--- src/rtl/t07_spi_tft_writer.sv ---
// MMIO-side TFT writer: decodes a register write and serialises the command/data
// bytes to the panel over SPI mode 0, MSB first, stalling the MMIO via ack_TFT.
module t07_spi_tft_writer #(
   parameter int unsigned CLK_DIV   = 2,
   parameter logic [31:0] BASE_ADDR = 32'd1792
) (
   input  logic        clk,
   input  logic        nrst,
   input  logic        wi_in,
   input  logic [31:0] addr_in,
   input  logic [31:0] data_in,
   output logic        ack_TFT,
   output logic        spi_sclk,
   output logic        spi_mosi,
   output logic        spi_cs_n,
   output logic        spi_dc
);

   localparam int unsigned DATA_W = 32;
   localparam int unsigned DIV_W  = 8;
   localparam int unsigned CNT_W  = 6;

   typedef enum logic [1:0] {IDLE, SHIFT, HOLD, DONE} state_t;

   state_t              state;
   logic [DATA_W-1:0]   shreg;
   logic [CNT_W-1:0]    bit_cnt;
   logic [CNT_W-1:0]    last_idx;
   logic [DIV_W-1:0]    div;

   logic [DATA_W-1:0]   off_c;
   logic                valid_c;
   logic                dc_c;
   logic [4:0]          len_m1_c;
   logic [DATA_W-1:0]   aligned_c;

   // Register-offset decode: selects frame length and command/data flag
   always_comb begin
      off_c    = addr_in - BASE_ADDR;
      valid_c  = 1'b1;
      dc_c     = 1'b1;
      len_m1_c = 5'd7;
      case (off_c)
         32'd1:   dc_c = 1'b0;
         32'd2:   len_m1_c = 5'd7;
         32'd3:   len_m1_c = 5'd15;
         32'd4:   len_m1_c = 5'd31;
         default: valid_c = 1'b0;
      endcase
      // Left-align the payload so the shift register always emits from bit 31
      aligned_c = data_in << (5'd31 - len_m1_c);
   end

   // Accept-cycle term is combinational so the MMIO stalls in the request cycle
   assign ack_TFT = nrst & ((state == SHIFT) || (state == HOLD) ||
                            ((state == IDLE) && wi_in && valid_c));

   always_ff @(posedge clk) begin
      if (!nrst) begin
         state    <= IDLE;
         shreg    <= '0;
         bit_cnt  <= '0;
         last_idx <= '0;
         div      <= '0;
         spi_sclk <= 1'b0;
         spi_mosi <= 1'b0;
         spi_cs_n <= 1'b1;
         spi_dc   <= 1'b1;
      end else begin
         case (state)
            IDLE: begin
               if (wi_in && valid_c) begin
                  shreg    <= aligned_c;
                  last_idx <= CNT_W'(len_m1_c);
                  bit_cnt  <= '0;
                  div      <= '0;
                  spi_dc   <= dc_c;
                  spi_cs_n <= 1'b0;
                  spi_sclk <= 1'b0;
                  spi_mosi <= aligned_c[DATA_W-1];
                  state    <= SHIFT;
               end
            end
            SHIFT: begin
               if (div == DIV_W'(CLK_DIV - 1)) begin
                  div <= '0;
                  if (!spi_sclk) begin
                     spi_sclk <= 1'b1;
                  end else begin
                     spi_sclk <= 1'b0;
                     // Next bit goes out on the falling edge; last falling edge ends the frame
                     if (bit_cnt == last_idx) begin
                        state <= HOLD;
                     end else begin
                        shreg    <= shreg << 1;
                        spi_mosi <= shreg[DATA_W-2];
                        bit_cnt  <= bit_cnt + CNT_W'(1);
                     end
                  end
               end else begin
                  div <= div + DIV_W'(1);
               end
            end
            HOLD: begin
               if (div == DIV_W'(CLK_DIV - 1)) begin
                  div      <= '0;
                  spi_cs_n <= 1'b1;
                  spi_mosi <= 1'b0;
                  state    <= DONE;
               end else begin
                  div <= div + DIV_W'(1);
               end
            end
            DONE: state <= IDLE;
            default: state <= IDLE;
         endcase
      end
   end

endmodule

--- config.mk ---
export PLATFORM = sky130hd
export DESIGN_NAME = t07_spi_tft_writer
export DESIGN_NICKNAME = d
export VERILOG_FILES = /design/src/rtl/t07_spi_tft_writer.sv
export SDC_FILE = /design/constraint.sdc
export NUM_CORES = 1
export LEC_CHECK = 0
export CAP_MARGIN = 20
export CORE_MARGIN = 4
export CORE_UTILIZATION = 54
export CTS_CLUSTER_DIAMETER = 30
export DETAILED_ROUTE_END_ITERATION = 10
export PLACE_DENSITY_LB_ADDON = 0.3
export SETUP_SLACK_MARGIN = 0.3
export SYNTH_ARGS = -nofsm -noshare
export SYNTH_HDL_FRONTEND = slang
export SYNTH_SLANG_ARGS = --single-unit
--- constraint.sdc ---
create_clock -name clk -period 8.89 [get_ports clk]
set_input_delay 1.778 -clock clk [delete_from_list [all_inputs] [get_ports clk]]
set_output_delay 1.778 -clock clk [all_outputs]
set_load 0.02 [all_outputs]
# ---- After elaboration in Yosys (flattened, before gate mapping)
# Cells that the tools add are included.
dict set report totals {
  register_bits 56
  word_cells 83
}
dict set report op_classes {
  mux 34
  n_bitwise 1
  eq_ne 15
  reduce_logical 19
  shifts 1
  addsub 4
}
# op count
set ops {}
lappend ops {{2-to-1 mux 31 bit} 4}
lappend ops {{== test 32 x 2 -> 1 bit, second input constant} 2}
lappend ops {{one-hot mux 31 bit (2 select lines)} 1}
lappend ops {{== test 32 x 1 -> 1 bit, second input constant} 1}
lappend ops {{== test 32 x 3 -> 1 bit, second input constant} 1}
lappend ops {{<< shifter 32 x 5 -> 32 bit} 1}
lappend ops {{subtractor 32 x 11 -> 32 bit, second input constant} 1}
lappend ops {{2-to-1 mux 6 bit} 4}
lappend ops {{2-to-1 mux 8 bit} 2}
lappend ops {{one-hot mux 8 bit (2 select lines)} 1}
lappend ops {{one-hot mux 6 bit (2 select lines)} 1}
lappend ops {{2-to-1 mux 1 bit} 11}
lappend ops {{2-to-1 mux 2 bit} 5}
lappend ops {{one-hot mux 5 bit (2 select lines)} 1}
lappend ops {{AND reduction 5 bit} 2}
lappend ops {{adder 8 x 1 -> 8 bit, second input constant} 1}
lappend ops {{== test 8 x 1 -> 1 bit, second input constant} 1}
lappend ops {{inequality test 2 x 1 -> 1 bit, second input constant} 4}
lappend ops {{one-hot mux 2 bit (4 select lines)} 1}
lappend ops {{adder 6 x 1 -> 6 bit, second input constant} 1}
lappend ops {{== test 6 x 5 -> 1 bit} 1}
lappend ops {{AND reduction 3 bit} 2}
lappend ops {{AND reduction 6 bit} 1}
lappend ops {{nonzero test 2 bit} 3}
lappend ops {{other kinds (14)} 21}

# ---- Logic depth before layout (Yosys ltp)
# Gate-level depths: netlist (run 1).
dict set report depth {
  depth_word 7
  mapped_depth 11
  ltp_nobuf 9
}

# ---- Worst setup path before layout (run 1)
# OpenSTA, ideal clock, no wires.
dict set report synth_path {
  path_kind {input-to-output}
  from {input addr_in[17]}
  to {output ack_TFT}
  stages 6
  t_arrival_ns 3.634
  path_slack_ns 3.478
  path_cell_list {or3_1 -> or3_4 -> nor4b_4 -> o2111ai_1 -> clkbuf_1 -> a21oi_1}
}
dict set report synth_via {
  elab_chain_len 7
  word_cells_on_any_way 10
  classes_between {1 x add/sub; 4 x eq/ne; 1 x mux; 1 x bitwise; 3 x reduce/logical}
}
# item line_no
set synth_rtl {}
lappend synth_rtl {{start, declared} 10} ;# input logic [31:0] addr_in,
lappend synth_rtl {{subtractor 32 x 11 -> 32 bit (*)} 39} ;# off_c = addr_in - BASE_ADDR;
lappend synth_rtl {{== test 32 x 3 -> 1 bit, or another cell as far along} 43} ;# case (off_c)
lappend synth_rtl {{OR reduction 4 bit (no line) (*)} -}
lappend synth_rtl {{2-to-1 mux 1 bit (*)} 43}
lappend synth_rtl {{logical AND 1 bit (*)} 56} ;# ((state == IDLE) && wi_in && valid_c));
lappend synth_rtl {{logical OR 1 bit (*)} 55} ;# assign ack_TFT = nrst & ((state == SHIFT) || (state == HOLD) ||
lappend synth_rtl {{bitwise AND 1 bit (*)} 55}
lappend synth_rtl {{end, declared} 12} ;# output logic ack_TFT,
# Every way passes the cells marked *; elsewhere a longest branch is shown, timed or not.

# ---- Worst setup path after layout (run 1)
dict set report layout_path {
  from {input addr_in[12]}
  to {output ack_TFT}
}
# Same word-level chain as after synthesis.

==> impl_results.md, run 1 <==
* Result of the run: finished, final reports clean
* Worst hold margin at 0.482 ns
* Full die area at 6830 um2
* Routed vias at 3044
* Maximum clock frequency at 157 MHz
* Skew-Pair Late Insertion Delay at 0.31 ns
* Number of sinks driven by the clock tree at 54
* Clock tree from TritonCTS: done
* Number of global-route vias before repair at 2849
* Tightest slew margin relative to the limit at 0.392
* Fraction of layout instances using a drive strength above 1 at 0.0449
* Die boundary height at 82.6 um
* Number of top-level design ports at 72
* CTS HTree Levels at 2
* Clock network fraction of total power at 0.310
* Number of routed nets with antenna violations at 0
* Initial Utilization at 0.574
* Number of antenna violations at the first check in global routing at 0
* Sum Neg Setup Slack at 0 ns
* GRT Overall Usage at 0.239
* Synth unique cells at 52
* Cell types occupying the most area after synthesis: dfxtp_1 (36%), a211oi_1 (7.0%), nor2_1 (4.9%)
* Largest net degree at the start of global routing at 58
* Number of iterations in the first detailed-routing pass at 5
* Post-synthesis to final-layout area growth at 27.7%
* Slowest cell on the critical path: clkdlybuf4s50_1
* Top cell type by total area after synthesis: dfxtp_1
* Max-cap viol count at 0
* Stage delay of the slowest cell on the critical path at 0.64 ns
* Critical path cell sequence: clkdlybuf4s50_1, nor4_1, nand2_1, nor4_1, o2111ai_1, buf_4, a21oi_1, clkdlybuf4s50_1
* PnR worst setup slack at 2.51 ns
* Slew Limit Fails at 0
* Most instantiated flip-flop cell in the synthesis netlist: dfxtp_1
* Setup Viol. Count Final at 0
* Final HPWL DP at 6.02 mm
* Power, Total at 0.428 mW
* Core occupancy in the finished layout at 0.733
* Top library cells by usage in the layout, fill and taps aside: clkdlybuf4s50_1 (71), dfxtp_1 (54), nor2_1 (39)
* Die extent in x at 82.6 um
* Psw at 0.0999 mW
* Worst slew pin tran at 0.908 ns
* Number of hold-slack violations in the final timing report at 0
* Total length of routed wires at 8.17 mm
* Count of buffers from port buffering at 71
* Hold crit path type: register to register
* Part of the total power dissipated in sequential elements at 0.566
* Resized Gates After CTS at 0
* CTS root buffer: clkbuf_8
* Maximum clock path buffer count at 2
* Cts bufs inserted at 5
* Post-CTS setup-driven buffer insertion count at 0
* Portion of the clock cycle consumed by the worst path in the final layout at 0.718
* Number of warnings printed during yosys synthesis at 0
* Sequential area share after synthesis at 0.359
* Part of the power in combinational logic at 0.124
* Kind of capture point of the worst setup path: output port
* Cts hold-fix bufs at 0
* Total of fill cells in the finished design at 426
* Setup repair after global routing missed its margin: false
* Netlist Area Pre-Place at 3010 um2
* Maximum fanout along the worst path at 21
* Leftover overflow at the end of global routing at 0
* Critical Setup Path Class: primary input to output port
* Cells after synthesis at 362
* Global-route wire length before repair at 12.7 mm
* Clk pin slew, worst setup/hold paths at 0.09 ns
* Synth async-reset ratio at 0
* Worst slack at placement at 2.52 ns
* Final GP Congestion at 0.839
* CP startpoint kind: primary input
* Fraction of synthesized cell area taken by the top area cell type at 0.359
* Vias per cell at 6.17
* Starting DRT DRC Count at 225
* Row count at 26
* Core area at 5240 um2
* Clock Skew at 0.00919 ns
* Syn_nets at 436
* Most common cell after layout, fill and taps aside: clkdlybuf4s50_1
* Footprint of the multi-input gates at 1810 um2
* Int Power at 0.328 mW
* Number of nets in the final layout at 497
* Critical path required time at 7.11 ns
* Inserted Diodes at 0
* Seq. cell area at 1080 um2
* Min cycle time layout at 6.38 ns
* Arrival time reported for the critical path endpoint at 4.60 ns
* Worst voltage drop across the vdd grid at 90.3 uV
* Share of total power consumed by net switching at 0.233
* Power density cells at 112 nW/um2
* Number of enable flip-flop cells after synthesis at 0
* Routed WL per cell at 16.6 um
* Reported leakage power at 1.28 nW
* Average cell area after synthesis at 8.31 um2
* Flip-flop and latch count after synthesis at 54
* Number of DRC violations after detailed routing at 0
-- routing by layer --
layer | part of all wire | global-route usage | vias up
met2 | 0.48 | 0.417 | 115
met3 | 0.080 | 0.0607 | 12
met4 | 0.014 | 0.0637 | 0
met1 | 0.42 | 0.292 | 1428
li1 | - | - | 1489
met5 | 0 | 0 | -
-- registers in the layout, summed over array words and instances, names as in the netlist --
signal,count
div,8
spi_dc,1
shreg,31
state,2
spi_sclk,1
spi_cs_n,1
last_idx,3
spi_mosi,1
bit_cnt,6
-- final timing paths --
kind                                   from           to  slack, ns  depth (start not counted)
worst min register to register  last_idx[2]  last_idx[2]       0.48                          2
worst min-delay path            last_idx[2]  last_idx[2]       0.48                          2
worst max register to register       div[0]    shreg[15]       6.29                          9
worst max-delay path            addr_in[12]      ack_TFT       2.51                          8
-- synthesized netlist by cell type (8+ instances only) --
| master | number |
|---|---|
| nor2_1 | 39 |
| nand2_1 | 32 |
| nand3_1 | 11 |
| dfxtp_1 | 54 |
| a211oi_1 | 28 |
| o31ai_1 | 8 |
| o21ai_0 | 13 |
| a31oi_1 | 10 |
| a21oi_1 | 14 |
| clkbuf_1 | 13 |
| mux2i_1 | 10 |
| a22oi_1 | 14 |
| xnor2_1 | 11 |
| a22o_1 | 9 |
| inv_1 | 11 |
| nor4_1 | 12 |
-- area by class of cell --
class	instances	area share
clock buffer	6	0.0189
clock inverter	1	0.00196
inverter	11	0.0108
multi-input combinational	276	0.471
sequential	54	0.282
tap	70	0.0228
timing repair buffer	75	0.193
-- kinds of logic after synthesis --
kind of cell               synth area share
AOI/OAI and AO/OA                     0.287
and+or+nand+nor                       0.203
DFF                                   0.359
buffers and inverters                0.0428
xor gates and xnor gates             0.0379
muxes                                0.0408
adders and majority gates            0.0291
-- metrics by stage --
stage	cells	area, um2
2_1_floorplan	362	3010
3_5_place_dp	486	3760
3_3_place_gp	486	3760
6_report	493	3840
4_1_cts	493	3840
5_1_grt	493	3840
-- critical path: cells and delay by family --
| family | cells | cell delay [ns] |
|---|---|---|
| AOI/OAI and AO/OA | 2 | 0.37 |
| buffers and inverters | 3 | 1.31 |
| and+or+nand+nor | 3 | 1.14 |
-- power groups by stage --
stage | Combinational (mW) | Sequential [mW] | Clock (mW)
finish | 0.0530 | 0.242 | 0.133
CTS | 0.0525 | 0.242 | 0.134
global placement | 0.0514 | 0.248 | 0
floorplan | 0.0139 | 0.249 | 0
global route | 0.0557 | 0.243 | 0.145
detailed placement | 0.0523 | 0.248 | 0
(Power assumes the default switching activity.)
==> run 2: changes to the inputs <==
Settings changed: CORE_UTILIZATION 54 to 50.
Clock period 8.89 ns to 6.6 ns, I/O delays scaled along.
==> run 2 against run 1 <==
Clock power grew 72%. Die area grew 7.2%. Critical endpoint unchanged. Combinational power grew 35%. First-iteration DRC count shrank 33%. Critical path depth shrank 1. Final cell count grew 1.0%. Critical path type unchanged. Sequential power grew 35%. Sequential share of layout area shrank 0.42 points. Core utilization shrank 4.6 points.
==> impl_results.md, run 2 (same netlist as run 1, synthesis figures left out) <==
* Post-placement cell area at 3780 um2 (+0.67%)
* Maximum clock path buffer count at 2 (unchanged)
* Skew-Pair Late Insertion Delay at 0.31 ns (about the same)
* Max reg flops at 31 (unchanged)
* Cts hold-fix bufs at 0 (unchanged)
* Setup Viol. Count Final at 0 (unchanged)
* Initial Utilization at 0.530 (-0.0443)
* Sum Neg Setup Slack at 0 ns (unchanged)
* Row count at 27 (+3.8%)
* Routed vias at 3043 (-0.033%)
* Portion of the clock cycle consumed by the worst path in the final layout at 0.787
* Clk pin slew, worst setup/hold paths at 0.09 ns (about the same)
* Largest net degree at the start of global routing at 39 (-33%)
* Biggest registers after layout: shreg (31), div (8), bit_cnt (6)
* Kind of capture point of the worst setup path: output port
* Post-CTS setup-driven buffer insertion count at 0 (unchanged)
* Tightest slew margin relative to the limit at 0.349 (-0.0423)
* Stage delay of the slowest cell on the critical path at 0.63 ns (about the same)
* Result of the run: finished, final reports clean
* Die boundary height at 85.6 um (+3.5%)
* Largest Register: shreg
* CTS root buffer: clkbuf_8
* Clock tree from TritonCTS: done
* Slew Limit Fails at 0 (unchanged)
* Cts bufs inserted at 5 (unchanged)
* Leftover overflow at the end of global routing at 0 (unchanged)
* Number of nets in the final layout at 500 (+0.60%)
* Final HPWL DP at 5.95 mm (-1.2%)
* Total length of routed wires at 7.93 mm (-3.0%)
* Number of sinks driven by the clock tree at 54 (unchanged)
* Core area at 5680 um2 (+8.4%)
* Arrival time reported for the critical path endpoint at 3.88 ns (-0.72 ns)
* Post-route cell area at 3900 um2 (+1.5%)
* Clock Skew at 0.00974 ns (+0.000545 ns)
* Max-cap viol count at 0 (unchanged)
* Maximum clock frequency at 192 MHz
* Worst voltage drop across the vdd grid at 136 uV (+50%)
* Number of routed nets with antenna violations at 0 (unchanged)
* Critical Setup Path Class: primary input to output port
* Critical path required time at 5.28 ns (-1.83 ns)
* Min cycle time layout at 5.20 ns
* Resized Gates After CTS at 0 (unchanged)
* Number of antenna violations at the first check in global routing at 0 (unchanged)
* Global-route wire length before repair at 12.8 mm (+0.65%)
* Count of buffers from port buffering at 71 (unchanged)
* Critical path cell sequence: clkdlybuf4s50_1, nor4_1, nand2_1, nor4_1, o2111ai_1, a21oi_1, clkdlybuf4s50_1
* Hold crit path type: register to register
* Post-synthesis to final-layout area growth at 29.6%
* Top library cells by usage in the layout, fill and taps aside: clkdlybuf4s50_1 (71), dfxtp_1 (54), nor2_1 (39)
* CP top delay family: simple AND/OR/NAND/NOR gates
* Reported leakage power at 1.31 nW (+2.7%)
* Die extent in x at 85.6 um (+3.5%)
* Setup repair after global routing missed its margin: false
* Number of iterations in the first detailed-routing pass at 5 (unchanged)
* GRT Overall Usage at 0.213 (-0.0265)
* Worst slew pin tran at 0.971 ns (+0.0631 ns)
* Number of DRC violations after detailed routing at 0 (unchanged)
* Slowest cell on the critical path: clkdlybuf4s50_1
* Vias per cell at 6.11 (-1.0%)
* CTS HTree Levels at 2 (unchanged)
* Fraction of layout instances using a drive strength above 1 at 0.0540 (+0.00907)
* Power density cells at 161 nW/um2 (+44%)
* Number of hold-slack violations in the final timing report at 0 (unchanged)
* Number of global-route vias before repair at 2870 (+0.74%)
* Power, Total at 0.627 mW (+46%)
* CP startpoint kind: primary input
* Starting DRT DRC Count at 150 (-33%)
* Routed WL per cell at 15.9 um (-4.0%)
* Full die area at 7320 um2 (+7.2%)
* CP bufs+invs at 2 (-1)
* Number of top-level design ports at 72 (unchanged)
* Most common cell after layout, fill and taps aside: clkdlybuf4s50_1
* Final GP Congestion at 0.837 (-0.29%)
* Inserted Diodes at 0 (unchanged)
* Maximum fanout along the worst path at 4 (-81%)
## run 2: changes by cell type in the layout (fill, tap and decap cells not counted)
cell | before | now
buf_4 | 4 | 7
bufinv_16 | 0 | 1
clkinvlp_4 | 1 | 0
clkbuf_1 | 1 | 0
clkbuf_8 | 5 | 6
## run 2: final timing paths
path / start / endpoint / slack (ns) / cells after the start
worst min-delay path: last_idx[2] / last_idx[2] / 0.47 / 2
worst max register to register: div[0] / shreg[5] / 3.66 / 9
worst max-delay path: addr_in[12] / ack_TFT / 1.40 / 7
worst min register to register: last_idx[2] / last_idx[2] / 0.47 / 2
## run 2: worst register-to-register path: cells and delay by family (launching register included)
family | cells | cell delay, ns
flip-flops | 1 | 0.41
AO/OA/AOI/OAI | 3 | 1.19
adder cells (fa/ha/maj) | 1 | 0.17
AND/OR/NAND/NOR | 4 | 0.71
buffers and inverters | 1 | 0.37
## run 2: metal layers
metal	track usage	vias up	share of wire
met1	0.267	1422	0.44
met2	0.364	110	0.47
met3	0.0394	14	0.073
met4	0.0748	0	0.018
li1	-	1497	-
met5	0	-	0
## run 2: per-stage QoR
step                utilization  instances  hold WS [ns]  setup WS [ns]
floorplan                     -        362         0.439           2.10
global placement          0.667        491         0.450           1.46
detailed placement        0.667        491         0.458           1.40
CTS                       0.687        498         0.471           1.40
global route              0.687        498         0.491           1.11
finish                    0.687        498         0.469           1.40
## run 2: cell type report
| class | instances | area (um2) |
|---|---|---|
| Clock inverter | 1 | 30.0 |
| Inverter | 11 | 41.3 |
| Clock buffer | 6 | 82.6 |
| Multi-Input combinational cell | 276 | 1810 |
| Tap cell | 72 | 90.1 |
| Sequential cell | 54 | 1080 |
| Timing Repair Buffer | 78 | 763 |
| Fill cell | 483 | 1780 |
## run 2: power by group
part,switching (mW),internal [mW]
clock network,0.108,0.122
logic,0.0274,0.0441
registers,0.000432,0.326
